--- src/rtl/ts_access_arbiter.sv ---
// Single-port access arbiter for the time-surface memory: queued event writes,
// scan reads with starvation protection, and a full-grid clear sweep.
module ts_access_arbiter #(
   parameter int unsigned ADDR_BITS    = 8,
   parameter int unsigned TS_BITS      = 16,
   parameter int unsigned EVQ_DEPTH    = 4,
   parameter int unsigned STARVE_LIMIT = 8
) (
   input  logic                 clk,
   input  logic                 rst_n,
   input  logic                 ev_valid,
   output logic                 ev_ready,
   input  logic [3:0]           ev_x,
   input  logic [3:0]           ev_y,
   input  logic [TS_BITS-1:0]   ev_ts,
   input  logic                 rd_req,
   input  logic [ADDR_BITS-1:0] rd_addr,
   output logic                 rd_gnt,
   output logic [TS_BITS-1:0]   rd_data,
   output logic                 rd_data_valid,
   input  logic                 clear_start,
   output logic                 clear_busy,
   output logic                 mem_wr_en,
   output logic                 mem_rd_en,
   output logic [ADDR_BITS-1:0] mem_addr,
   output logic [TS_BITS-1:0]   mem_wr_ts,
   input  logic [TS_BITS-1:0]   mem_rd_ts
);

   localparam int unsigned PtrBits    = (EVQ_DEPTH > 1) ? $clog2(EVQ_DEPTH) : 1;
   localparam int unsigned CntBits    = PtrBits + 1;
   localparam int unsigned StarveBits = $clog2(STARVE_LIMIT + 1);

   typedef enum logic [0:0] {StArb, StClear} state_e;

   state_e                 state_q;
   logic [ADDR_BITS:0]     sweep_q;
   logic [ADDR_BITS:0]     sweep_d;
   logic [StarveBits-1:0]  starve_q;
   logic [PtrBits-1:0]     wr_ptr_q;
   logic [PtrBits-1:0]     rd_ptr_q;
   logic [CntBits-1:0]     count_q;
   logic [CntBits-1:0]     count_d;
   logic                   ev_ready_q;
   logic                   rd_data_valid_q;

   logic [ADDR_BITS-1:0]   q_addr [EVQ_DEPTH];
   logic [TS_BITS-1:0]     q_ts   [EVQ_DEPTH];

   logic [ADDR_BITS-1:0]   ev_addr;
   logic                   push;
   logic                   pop;
   logic                   do_read;
   logic                   do_write;
   logic                   starved;
   logic                   q_empty;

   assign ev_addr = ADDR_BITS'({ev_y, ev_x});
   assign q_empty = (count_q == '0);
   assign starved = (starve_q == StarveBits'(STARVE_LIMIT));
   assign push    = rst_n && ev_valid && ev_ready_q;
   assign sweep_d = sweep_q + 1'b1;

   // Grant decode; all access strobes are suppressed while reset is asserted.
   always_comb begin
      do_read   = 1'b0;
      do_write  = 1'b0;
      pop       = 1'b0;
      mem_addr  = '0;
      mem_wr_ts = '0;
      if (rst_n) begin
         unique case (state_q)
            StArb: begin
               if (!clear_start) begin
                  if (rd_req && starved) begin
                     do_read = 1'b1;
                  end else if (!q_empty) begin
                     do_write = 1'b1;
                     pop      = 1'b1;
                  end else if (rd_req) begin
                     do_read = 1'b1;
                  end
               end
            end
            StClear: do_write = 1'b1;
            default: ;
         endcase
      end
      if (do_read) begin
         mem_addr = rd_addr;
      end else if (pop) begin
         mem_addr  = q_addr[rd_ptr_q];
         mem_wr_ts = q_ts[rd_ptr_q];
      end else if (do_write) begin
         mem_addr = sweep_q[ADDR_BITS-1:0];
      end
   end

   always_comb begin
      count_d = count_q;
      if (push && !pop) begin
         count_d = count_q + 1'b1;
      end else if (!push && pop) begin
         count_d = count_q - 1'b1;
      end
   end

   // Queue storage needs no reset: entries are only read below count_q.
   always_ff @(posedge clk) begin
      if (push) begin
         q_addr[wr_ptr_q] <= ev_addr;
         q_ts[wr_ptr_q]   <= ev_ts;
      end
   end

   always_ff @(posedge clk) begin
      if (!rst_n) begin
         state_q         <= StArb;
         sweep_q         <= '0;
         starve_q        <= '0;
         wr_ptr_q        <= '0;
         rd_ptr_q        <= '0;
         count_q         <= '0;
         ev_ready_q      <= 1'b1;
         rd_data_valid_q <= 1'b0;
      end else begin
         if (push) begin
            wr_ptr_q <= wr_ptr_q + 1'b1;
         end
         if (pop) begin
            rd_ptr_q <= rd_ptr_q + 1'b1;
         end
         count_q         <= count_d;
         ev_ready_q      <= (count_d != CntBits'(EVQ_DEPTH));
         rd_data_valid_q <= do_read;

         unique case (state_q)
            StArb: begin
               if (rd_req && !do_read) begin
                  if (!starved) begin
                     starve_q <= starve_q + 1'b1;
                  end
               end else begin
                  starve_q <= '0;
               end
               if (clear_start) begin
                  state_q <= StClear;
                  sweep_q <= '0;
               end
            end
            StClear: begin
               sweep_q <= sweep_d;
               if (sweep_d[ADDR_BITS]) begin
                  state_q <= StArb;
               end
            end
            default: state_q <= StArb;
         endcase
      end
   end

   assign ev_ready      = ev_ready_q;
   assign rd_gnt        = do_read;
   assign mem_rd_en     = do_read;
   assign mem_wr_en     = do_write;
   assign clear_busy    = (state_q == StClear);
   assign rd_data_valid = rd_data_valid_q;
   // The memory output is already a register, so it is passed through in the valid cycle.
   assign rd_data       = rd_data_valid_q ? mem_rd_ts : '0;

endmodule

--- config.mk ---
export PLATFORM = sky130hd
export DESIGN_NAME = ts_access_arbiter
export DESIGN_NICKNAME = d
export VERILOG_FILES = /design/src/rtl/ts_access_arbiter.sv
export SDC_FILE = /design/constraint.sdc
export NUM_CORES = 1
export LEC_CHECK = 0
export ABC_AREA = 1
export BUFFER_PORTS_ARGS = -buffer_cell sky130_fd_sc_hd__buf_4
export CORE_MARGIN = 2
export CORE_UTILIZATION = 55
export DETAILED_ROUTE_END_ITERATION = 12
export HOLD_SLACK_MARGIN = 0.05
export PLACE_DENSITY = 0.81
export SLEW_MARGIN = 0
export SYNTH_ARGS = -nofsm -noshare
export SYNTH_HDL_FRONTEND = slang
export SYNTH_SLANG_ARGS = --single-unit
--- constraint.sdc ---
create_clock -name clk -period 2.95 [get_ports clk]
set_input_delay 0.4425 -clock clk [delete_from_list [all_inputs] [get_ports clk]]
set_output_delay 0.4425 -clock clk [all_outputs]
set_load 0.02 [all_outputs]
==> flow_summary_export.csv, run 1 <==
group,metric,value,unit
worst_setup_path,startpoint_type,"register",
placement,dpl.hpwl,7231,µm
power,leakage,2.796,nW
logic_synthesis,synth.distinct_cells,34,
placement,dp_cells,668,
floorplanning,ioPinCount,99,
finish,fin_nets,639,
sta,fmax,0.3590,GHz
finish,final_cells,700,
global_routing,track_usage,0.2355,
floorplanning,start_util,0.5649,
logic_synthesis,syn_area,5195,µm²
finish,nFillCells,598,
detailed_routing,drt-pass1-iter-count,7,
detailed_routing,avgViaCountPerCell,5.587,
global_routing,grt_antenna_before_repair,0,
detailed_routing,wl_per_cell,16.65,µm
sta,finalSetupViolations,0,
logic_synthesis,syn-mean-instance-area,11.01,µm²
clock_network,cts_tree,"yes",
logic_synthesis,synth_seq_cells,121,
worst_setup_path,reg2reg_from,"count_q[0]",
hold_path,whs_endpoint,"q_ts[2][6]",
detailed_routing,drc_errors,0,
floorplanning,dieHeight,101.2,µm
sta,slew_headroom,0.6627,
hold_path,min_path_cells,1,
clock_network,cts.clk_slew.worst_paths,0.06,ns
hold_path,hold_start,"ev_ts[6]",
finish,area_growth,27.99,%
placement,gp_congestion,0.9034,
logic_synthesis,synthCells,472,
power,power,4.537,mW
clock_network,hold_buffers,0,
sta,drv_slew,0,
finish,antennaDiodeCount,0,
clock_network,clk_latency,0.52,ns
detailed_routing,totalWireLength,11650,µm
finish,fin_util,0.7230,
floorplanning,core,9196,µm²
hold_path,hp-class,"input port to register",
sta,period_share,0.9442,
sta,finalHoldViolCount,0,
clock_network,clk_path_buf_depth,2,
global_routing,grt_remaining_overflow,0,
floorplanning,placementRows,35,
global_routing,grt_max_degree,49,
finish,drive_gt1_frac,0.2632,
worst_setup_path,cp_data_required_time,2.51,ns
clock_network,cts.sinks,121,
worst_setup_path,reg2reg_slack,0.97,ns
clock_network,numCtsBuffers,17,
detailed_routing,dr_total_vias,3911,
outcome,status,"finished clean",
logic_synthesis,ys_warn_count,0,
global_routing,grt_pass1_vias,3742,
detailed_routing,dr.first_iter.drc_count,240,
job,cap_violations,0,
sta,tightest_slew,0.5053,ns
placement,port_buffers,98,
global_routing,grt_pass1_wl,18100,µm
power,ir_worst_vdd,0.5055,mV
sta,rsz0062_at_grt,"false",
power,power_density,682.4,nW/µm²
worst_setup_path,path_class,"register to output pin",
clock_network,root_buffer,"clkbuf_8",
sta,holdWs,0.1239,ns
logic_synthesis,yosysSeqAreaShare,0.6513,
worst_setup_path,r2r-end,"ev_ready",
sta,skew,0.009543,ns
sta,finalSetupTns,0,ns
worst_setup_path,critPathArrivalTime,2.34,ns
clock_network,htreeDepth,4,
worst_setup_path,cp-end-kind,"output pin",
sta,period_minus_slack,2.785,ns
worst_setup_path,reg2reg_depth,10,
detailed_routing,antenna_left,0,
logic_synthesis,syn_nets,535,
floorplanning,die_area,10240,µm²
worst_setup_path,cp_max_fo,19,
floorplanning,die_w,101.2,µm
[timing repair]
item / in CTS / in global routing
setup buffers: 0 / 0
endpoints found under the setup margin: 13 / 3
resized for setup: 1 / 1
[layout by cell type, fill, tap and decap left out, types with 3 or more instances in the layout]
master / synthesis / routed
a221oi_1: 16 / 16
clkinvlp_4: 0 / 4
clkbuf_16: 0 / 16
buf_4: 2 / 106
nor2_1: 35 / 31
inv_2: 3 / 3
nand3_1: 10 / 10
inv_1: 49 / 49
edfxtp_1: 96 / 96
inv_6: 0 / 4
nor3_1: 3 / 3
o21ai_0: 22 / 22
o211ai_1: 6 / 6
dfxtp_1: 25 / 25
nand2_1: 94 / 94
bufinv_16: 0 / 4
a211oi_1: 4 / 4
nor2_2: 1 / 5
ha_1: 10 / 10
o22ai_1: 9 / 9
a21oi_1: 47 / 47
clkinv_1: 1 / 3
[how the worst max path moves through the flow]
stage | endpoint | start | slack (ns) | cells after the start
after floorplan | q_addr[0][0] | rst_n | 0.72 | 4
after global placement | mem_wr_ts[0] | rst_n | 0.64 | 6
after detailed placement | mem_wr_ts[0] | count_q[0] | 0.47 | 6
after CTS | mem_wr_ts[0] | count_q[0] | 0.14 | 6
after global routing | mem_wr_ts[0] | count_q[0] | 0.03 | 6
final | mem_wr_ts[0] | count_q[0] | 0.16 | 6
[flip-flops by register name, indices dropped and copies added, names as in the netlist, named ones only]
signal	count
rd_ptr_q	2
starve_q	4
count_q	3
q_ts	64
sweep_q	9
clear_busy	1
q_addr	32
rd_data_valid	1
ev_ready	1
wr_ptr_q	2
[power by group]
part	switching [mW]	total (mW)	internal, mW
clock	0.755	2.13	1.37
combinational	0.300	0.479	0.178
sequential	0.0285	1.93	1.90
total	1.08	4.54	3.45
[cells in the mapped netlist]
| cell | n | area [µm²] |
|---|---|---|
| buf_1 | 2 | 7.510 |
| nand2_2 | 2 | 12.51 |
| edfxtp_1 | 96 | 2883 |
| buf_4 | 2 | 15.01 |
| inv_1 | 49 | 183.9 |
| nor3b_1 | 1 | 7.510 |
| dfxtp_1 | 25 | 500.5 |
| nand3_1 | 10 | 50.05 |
| nor2_1 | 35 | 131.4 |
| o21ai_0 | 22 | 110.1 |
| nand2_1 | 94 | 352.8 |
| nor4_1 | 1 | 6.260 |
| a21oi_4 | 1 | 16.27 |
| nor2_2 | 1 | 6.260 |
| o22ai_1 | 9 | 56.30 |
| and3_1 | 2 | 12.51 |
| buf_6 | 3 | 33.78 |
| nand4_2 | 1 | 12.51 |
| ha_1 | 10 | 125.1 |
| nand4_1 | 2 | 12.51 |
| a211oi_1 | 4 | 30.03 |
| a21oi_1 | 47 | 235.2 |
| a221oi_1 | 16 | 140.1 |
| clkinv_1 | 1 | 3.750 |
| clkbuf_1 | 8 | 30.03 |
| o211ai_1 | 6 | 45.04 |
| nor3_1 | 3 | 15.01 |
| nand3_2 | 3 | 30.03 |
| a22oi_1 | 2 | 15.01 |
| nor2_8 | 2 | 40.04 |
| o21a_1 | 1 | 7.510 |
| inv_2 | 3 | 11.26 |
| buf_2 | 7 | 35.03 |
| nand4_4 | 1 | 21.27 |
[critical path, stage by stage, from the launching register on]
cell	delay, ns
dfxtp_1	0.37
inv_1	0.10
ha_1	0.25
a21oi_4	0.23
nand3_4	0.28
a221oi_1	0.38
buf_4	0.21
[metal layers]
| layer | share of wire | GRT usage |
|---|---|---|
| met3 | 0.082 | 0.07522 |
| met1 | 0.41 | 0.2881 |
| met5 | 0 | 0 |
| met4 | 0.016 | 0.09044 |
| met2 | 0.49 | 0.3928 |
[layout make-up]
class | count | area, µm² | share of cell area
repair buffers | 107 | 807.0 | 0.1214
clock inverters | 15 | 197.7 | 0.02973
clock buffers | 17 | 414.1 | 0.06229
well taps | 111 | 138.9 | 0.02089
flip-flops and latches | 121 | 3383 | 0.5088
inverters | 53 | 198.9 | 0.02992
multi-input cells | 276 | 1509 | 0.2269
[cell families after synthesis]
family                     share of synthesized area
and+or+nand+nor                               0.1368
buffers and inverters                        0.06166
adders and majority gates                    0.02408
DFF                                           0.6513
AOI/OAI and AO/OA                             0.1262
[metrics by stage]
step           instance area (µm²)  setup WS [ns]
6_report                      6649         0.1647
4_1_cts                       6645         0.1363
5_1_grt                       6649        0.02934
3_5_place_dp                  6026         0.4705
2_1_floorplan                 5195         0.7244
3_3_place_gp                  6026         0.6368
Power figures use the tool's default switching activity.
==> run 2: changes to the inputs <==
==> constraint.sdc (replaced) <==
create_clock -name clk -period 2.95 [get_ports clk]
set_input_delay 0.7375 -clock clk [delete_from_list [all_inputs] [get_ports clk]]
set_output_delay 0.7375 -clock clk [all_outputs]
set_load 0.02 [all_outputs]
==> run 2 against run 1 <==
Critical path depth increased by 1. Global-route usage increased by 0.70 points. Core utilization increased by 1.6 points. Maximum frequency decreased by 3.4%. Via count increased by 2.5%. First-iteration DRC count decreased by 1.3%. Register-to-register slack improved by 0.21 ns. Clock skew about the same. Die area unchanged. Power increased by 4.2%. Clock-buffer cell count unchanged. Critical endpoint is now mem_wr_ts[3].
==> flow_summary_export.csv, run 2 (synthesized netlist as in run 1, its figures left out) <==
group,metric,value,unit
sta,rsz0062_at_grt,"true",
power,swShare,0.2307,
placement,gp_congestion,0.9058,
finish,final_common_cell,"buf_4",
detailed_routing,wl_per_cell,17.13,µm
clock_network,cts_setup_buffers,0,
power,internal-power,3.636,mW
sta,skew,0.009546,ns
finish,fin_nets,644,
finish,largest_reg_flops,64,
finish,antennaDiodeCount,0,
power,power,4.726,mW
clock_network,clk_path_buf_depth,2,
sta,holdWs,0.4220,ns
clock_network,htreeDepth,4,
power,seq_power_share,0.409,
worst_setup_path,startpoint_type,"register",
sta,finalWorstSetupSlack,0.06570,ns
clock_network,cts.clk_slew.worst_paths,0.06,ns
finish,top_register,"q_ts",
clock_network,cts_tree,"yes",
sta,period_share,0.9777,
job,cap_violations,0,
floorplanning,die_area,10240,µm²
power,netSwitchingPower,1.090,mW
finish,reg.largest.list,"q_ts (64), q_addr (32), sweep_q (9)",
power,leakage,2.863,nW
detailed_routing,totalWireLength,12080,µm
floorplanning,placementRows,35,
global_routing,track_usage,0.2425,
floorplanning,start_util,0.5649,
finish,nFillCells,559,
power,ir_worst_vdd,0.6117,mV
detailed_routing,avgViaCountPerCell,5.688,
outcome,status,"finished clean",
placement,dpl.hpwl,7308,µm
clock_network,cts.sinks,121,
worst_setup_path,path_class,"register to output pin",
worst_setup_path,critPathArrivalTime,2.15,ns
finish,drive_gt1_frac,0.2879,
clock_network,hold_buffers,0,
global_routing,grt_pass1_vias,3990,
finish,area_growth,30.80,%
sta,finalHoldViolCount,0,
global_routing,grt_antenna_before_repair,0,
detailed_routing,dr.first_iter.drc_count,237,
detailed_routing,antenna_left,0,
placement,port_buffers,98,
power,combPwrFrac,0.104,
clock_network,numCtsBuffers,17,
worst_setup_path,cp_data_required_time,2.21,ns
global_routing,grt_max_degree,43,
worst_setup_path,cp-end-kind,"output pin",
finish,final_cell_area,6795,µm²
detailed_routing,drt-pass1-iter-count,5,
finish,layout.area.seq,3386,µm²
floorplanning,dieHeight,101.2,µm
finish,multi_input_area,1541,µm²
sta,drv_slew,0,
sta,period_minus_slack,2.884,ns
hold_path,hp-class,"input port to register",
worst_setup_path,cp_max_fo,19,
sta,fmax,0.3467,GHz
placement,dp_slack,0.2626,ns
finish,final_cell_mix,"109 x buf_4, 96 x edfxtp_1, 93 x nand2_1, 49 x inv_1, 47 x a21oi_1",
global_routing,grt_remaining_overflow,0,
global_routing,grt_pass1_wl,18670,µm
sta,finalSetupViolations,0,
placement,place_area,6081,µm²
power,clockPowerShare,0.487,
power,power_density,695.5,nW/µm²
floorplanning,core,9196,µm²
sta,slew_headroom,0.6687,
clock_network,root_buffer,"clkbuf_8",
detailed_routing,drc_errors,0,
sta,tightest_slew,0.4963,ns
floorplanning,ioPinCount,99,
clock_network,clk_latency,0.51,ns
detailed_routing,dr_total_vias,4010,
floorplanning,die_w,101.2,µm
finish,fin_util,0.7389,
==> run 2: final cells by class <==
type,count,share of cell area
Sequential cell,121,0.4983
Multi-Input combinational cell,276,0.2268
Timing Repair Buffer,111,0.1263
Clock buffer,17,0.06095
Clock inverter,15,0.03627
Inverter,53,0.02983
Tap cell,111,0.02044
Timing Repair inverter,1,0.001105
==> run 2: worst paths after layout <==
path                                 start      endpoint  slack (ns)  depth (start not counted)
worst min register to register  sweep_q[8]    sweep_q[8]        0.49                          2
worst max register to register  count_q[0]      register        1.18                          8
worst max-delay path            count_q[0]  mem_wr_ts[3]        0.07                          7
worst min-delay path              ev_ts[2]    q_ts[3][2]        0.42                          1
==> run 2: stage by stage <==
stage          TNS, ns  std cells
2_1_floorplan        0        472
3_3_place_gp         0        672
4_1_cts              0        704
6_report             0        705
3_5_place_dp         0        672
5_1_grt        -0.2260        705
==> run 2: layer usage <==
metal	vias up	routed length [µm]	track usage
met5	-	0	0
met4	0	270	0.1143
met3	27	1083	0.08351
met2	204	6084	0.4137
met1	1905	4639	0.2745
li1	1874	-	-
==> run 2: worst max-delay path, stage by stage, from the launching register on <==
cell      delay [ns]
dfxtp_1         0.35
inv_1           0.08
ha_1            0.25
a21oi_4         0.18
nand3_2         0.12
buf_12          0.17
a221oi_1        0.26
buf_4           0.20
==> run 2: what timing repair did <==
item | 4_1_cts | 5_1_grt
pin swaps | 0 | 1
setup endpoints to repair | 3 | 22
gates cloned | 0 | 1
resized for setup | 3 | 8
==> run 2: power groups by stage <==
stage | clock network (mW) | logic, mW | registers, mW
after floorplan | 0 | 0.287 | 1.96
after global placement | 0 | 0.457 | 1.96
after detailed placement | 0 | 0.473 | 1.97
after CTS | 2.32 | 0.483 | 1.93
after global routing | 2.38 | 0.539 | 1.94
final | 2.30 | 0.490 | 1.93
